**config.mk**
```make
export PLATFORM = sky130hd
export DESIGN_NAME = mem_arbiter
export DESIGN_NICKNAME = d
export VERILOG_FILES = /design/src/rtl/mem_arbiter.sv
export SDC_FILE = /design/constraint.sdc
export NUM_CORES = 1
export LEC_CHECK = 0
export ABC_AREA = 1
export BUFFER_PORTS_ARGS = -buffer_cell sky130_fd_sc_hd__buf_2
export CORE_AREA = 2 2 67 53
export DETAILED_ROUTE_END_ITERATION = 7
export DIE_AREA = 0 0 69 55
export HOLD_SLACK_MARGIN = 0.03
export PLACE_DENSITY_LB_ADDON = 0.15
export SKIP_LAST_GASP = 1
export SYNTH_ARGS = -nofsm -noshare
export SYNTH_HDL_FRONTEND = slang
export SYNTH_SLANG_ARGS = --single-unit
```
**constraint.sdc**
```tcl
create_clock -name clk -period 2.3 [get_ports clk]
set_input_delay 0.46 -clock clk [delete_from_list [all_inputs] [get_ports clk]]
set_output_delay 0.46 -clock clk [all_outputs]
set_load 0.05 [all_outputs]
```
**src/rtl/mem_arbiter.sv**
```systemverilog
// rtl/mem_arbiter.sv - round-robin instruction/data bus arbiter with bus-lock support
module mem_arbiter (
    input  logic        clk,
    input  logic        reset,
    input  logic [19:1] instr_m_addr,
    output logic [15:0] instr_m_data_in,
    input  logic        instr_m_access,
    output logic        instr_m_ack,
    input  logic [19:1] data_m_addr,
    output logic [15:0] data_m_data_in,
    input  logic [15:0] data_m_data_out,
    input  logic        data_m_access,
    output logic        data_m_ack,
    input  logic        data_m_wr_en,
    input  logic [1:0]  data_m_bytesel,
    input  logic        d_io,
    input  logic        lock,
    output logic [19:1] q_m_addr,
    input  logic [15:0] q_m_data_in,
    output logic [15:0] q_m_data_out,
    output logic        q_m_access,
    input  logic        q_m_ack,
    output logic        q_m_wr_en,
    output logic [1:0]  q_m_bytesel,
    output logic        q_m_io
);

    localparam logic [1:0] IDLE    = 2'd0;
    localparam logic [1:0] GRANT_I = 2'd1;
    localparam logic [1:0] GRANT_D = 2'd2;
    localparam logic [1:0] LOCKED  = 2'd3;

    logic [1:0] state;
    logic [1:0] state_next;
    logic       last_d;
    logic       last_d_next;

    always_comb begin
        state_next  = state;
        last_d_next = last_d;
        case (state)
            IDLE: begin
                // A locked data sequence always wins; otherwise alternate on contention.
                if (data_m_access && lock)
                    state_next = GRANT_D;
                else if (data_m_access && instr_m_access)
                    state_next = last_d ? GRANT_I : GRANT_D;
                else if (instr_m_access)
                    state_next = GRANT_I;
                else if (data_m_access)
                    state_next = GRANT_D;
            end
            GRANT_I: begin
                if (q_m_ack) begin
                    state_next  = IDLE;
                    last_d_next = 1'b0;
                end
            end
            GRANT_D: begin
                if (q_m_ack) begin
                    state_next  = lock ? LOCKED : IDLE;
                    last_d_next = 1'b1;
                end
            end
            LOCKED: begin
                if (q_m_ack)
                    last_d_next = 1'b1;
                if (!lock && (!data_m_access || q_m_ack))
                    state_next = IDLE;
            end
            default: state_next = IDLE;
        endcase
    end

    always_ff @(posedge clk or negedge reset) begin
        if (!reset) begin
            state  <= IDLE;
            last_d <= 1'b0;
        end else begin
            state  <= state_next;
            last_d <= last_d_next;
        end
    end

    always_comb begin
        q_m_addr     = '0;
        q_m_data_out = '0;
        q_m_access   = 1'b0;
        q_m_wr_en    = 1'b0;
        q_m_bytesel  = 2'b00;
        q_m_io       = 1'b0;
        instr_m_ack  = 1'b0;
        data_m_ack   = 1'b0;
        case (state)
            GRANT_I: begin
                q_m_addr    = instr_m_addr;
                q_m_access  = 1'b1;
                q_m_bytesel = 2'b11;
                instr_m_ack = q_m_ack;
            end
            GRANT_D, LOCKED: begin
                q_m_addr     = data_m_addr;
                q_m_data_out = data_m_data_out;
                // Inside a lock the bus follows the core so consecutive accesses need no bubble.
                q_m_access   = (state == LOCKED) ? data_m_access : 1'b1;
                q_m_wr_en    = data_m_wr_en;
                q_m_bytesel  = data_m_bytesel;
                q_m_io       = d_io;
                data_m_ack   = q_m_ack;
            end
            default: ;
        endcase
    end

    assign instr_m_data_in = q_m_data_in;
    assign data_m_data_in  = q_m_data_in;

endmodule

```
==> impl_metrics.yaml <==
status:
  status: "finished, final reports clean"
global_route:
  grt_antenna_before_repair: 0
  grt_pass1_wl_um: 3640
  first_global_vias: 775
  grt_max_degree: 26
  track_usage_pct: 11.6
  overflow: 0
worst_setup_path:
  critical-path-top-delay-family: "buffers and inverters"
  start_kind: "flip-flop"
  crit_chain: "inv_2 > nand2_4 > inv_4 > a22o_1 > buf_2"
  cp_max_fo: 19
  cp-end-kind: "primary output"
  crit_required_ns: 1.84
  path_buf_inv: 3
  slowest_delay_ns: 0.45
  cp.depth: 5
  rr_worst_depth: 7
  arrival_ns: 1.45
  cpMaxStageDelayCell: "dfrtp_1"
  worstSetupPathType: "flip-flop to primary output"
synth:
  synth_warnings: 0
  synth.distinct_cells: 16
  seq_area_frac_synth_pct: 8.65
  postSynthAreaPerCell_um2: 6.12
  yosys_register_bits: 3
  netlist_area_um2: 868
  synth_nets: 222
  syn_inst: 142
power:
  power.density_nw_per_um2: 1650
  p_leak_uw: 0.000932
  ir_worst_vdd_mv: 0.626
clock_tree:
  cts-htree-levels: 1
  numCtsBuffers: 3
  cts_resized: 0
  clock-sinks: 3
  tritoncts: "built"
  post_cts_buffers: 0
  clkTransAtPathRegs_ns: 0.03
  clock_latency_ns: 0.21
  cts.path.max_buffers: 2
  cts_hold_buf: 0
  cts-root-buf: "clkbuf_8"
routing:
  ant_nets: 0
  vias: 1028
  drc_errors: 0
  wl_um: 2660
  drt-vias-per-instance: 4.03
  wire_per_inst_um: 10.4
  first_iter_violations: 40
  first_pass_iters: 4
job:
  maxCapViolCount: 0
timing:
  finalHoldViolCount: 0
  min_period_over_period_pct: 83.0
  tightestPinTransition_ns: 0.259
  slew_headroom_pct: 82.7
  fmax_mhz: 524
  setup_tns_ns: 0
  slew_viol_final: 0
  grt_setup_unrepaired: "false"
  finalClockSkew_ns: 0.00347
  final.min_clock_period_ns: 1.91
  setup-violations-final: 0
cells_and_area:
  fin_cells: 255
  area_delta_synth_final_pct: 40.8
  drive_above_1_share_pct: 56.3
  final_area_um2: 1220
  fin_nets: 296
  antenna_cells: 0
  fillerInstances: 352
placement:
  dpl_cell_area_um2: 1180
  port_buffers: 105
  place.gp.congestion: 0.737
  dp_hpwl_um: 2250
  dp_cells: 251
floorplan:
  core-area_um2: 3150
  dieArea_um2: 3800
  die_h_um: 55
  initial_core_util_pct: 27.5
  rows: 18
  num_io_pins: 154
  dieWidth_um: 69
min_path:
  hold_path.class: "primary input to async pin"
## sequential cells by signal, indices dropped and copies added (netlist names)
| name | count |
|---|---|
| state | 2 |
| last_d | 1 |
## final timing paths
kind | startpoint | end | slack, ns
max | state[1]$_DFFE_PN0P_ | q_m_addr[16] | 0.39
max reg2reg | state[1]$_DFFE_PN0P_ | state[1]$_DFFE_PN0P_ | 0.97
min in group clk | last_d$_DFFE_PN0P_ | last_d$_DFFE_PN0P_ | 0.55
max in group asynchronous | reset | state[1]$_DFFE_PN0P_ | 2.15
min | reset | state[0]$_DFFE_PN0P_ | 0.04
min reg2reg | last_d$_DFFE_PN0P_ | last_d$_DFFE_PN0P_ | 0.55
## power breakdown
part	internal (µW)	switching, µW
combinational	423	1330
sequential	77.6	40.1
clock	118	32.8
## synthesized netlist by cell type (all sizes together)
master	n	area, µm²
nor2	4	22.5
inv	27	104
nand3	4	20.0
o22ai	1	6.26
dfrtp	3	75.1
a22o	19	166
buf	37	278
clkbuf	1	3.75
nand2	46	193
## per-stage QoR
stage          total power [µW]  hold WS [ns]  util [%]  setup WS (ns)
3_3_place_gp               1880         0.260      37.3          0.615
2_1_floorplan              1690         0.164         -          0.555
4_1_cts                    2030        0.0335      38.8          0.391
3_5_place_dp               1880         0.259      37.3          0.619
6_report                   2020        0.0356      38.8          0.391
5_1_grt                    2150        0.0341      38.8          0.297
## logic make-up after synthesis
family | Yosys count | share of synthesized area, %
flops | 3 | 8.65
compound gates | 20 | 19.9
buf+inv | 65 | 44.4
simple gates | 54 | 27.1
## placed cells by master (no fill, tap or decap), drive strengths merged
cell type and count:
o22ai 1, nor2 4, inv 27, nand3 4
nand2 46, a22o 19, buf 107, clkbuf 4
dfrtp 3
## final cells by class
type | count | area (µm²) | area share [%]
Multi-Input combinational cell | 74 | 408 | 33.4
Sequential cell | 3 | 75.1 | 6.14
Inverter | 27 | 104 | 8.50
Timing Repair Buffer | 107 | 541 | 44.2
Clock buffer | 4 | 45.0 | 3.68
Tap cell | 40 | 50.0 | 4.09
## routing by layer
| layer | part of all wire (%) | up-vias | track usage, % |
|---|---|---|---|
| li1 | - | 550 | - |
| met1 | 42 | 423 | 15.1 |
| met2 | 50 | 51 | 19.9 |
| met3 | 6.6 | 4 | 2.90 |
| met4 | 0.38 | 0 | 2.94 |
| met5 | 0 | - | 0 |
Note: power is estimated with default switching activity, not from simulation.
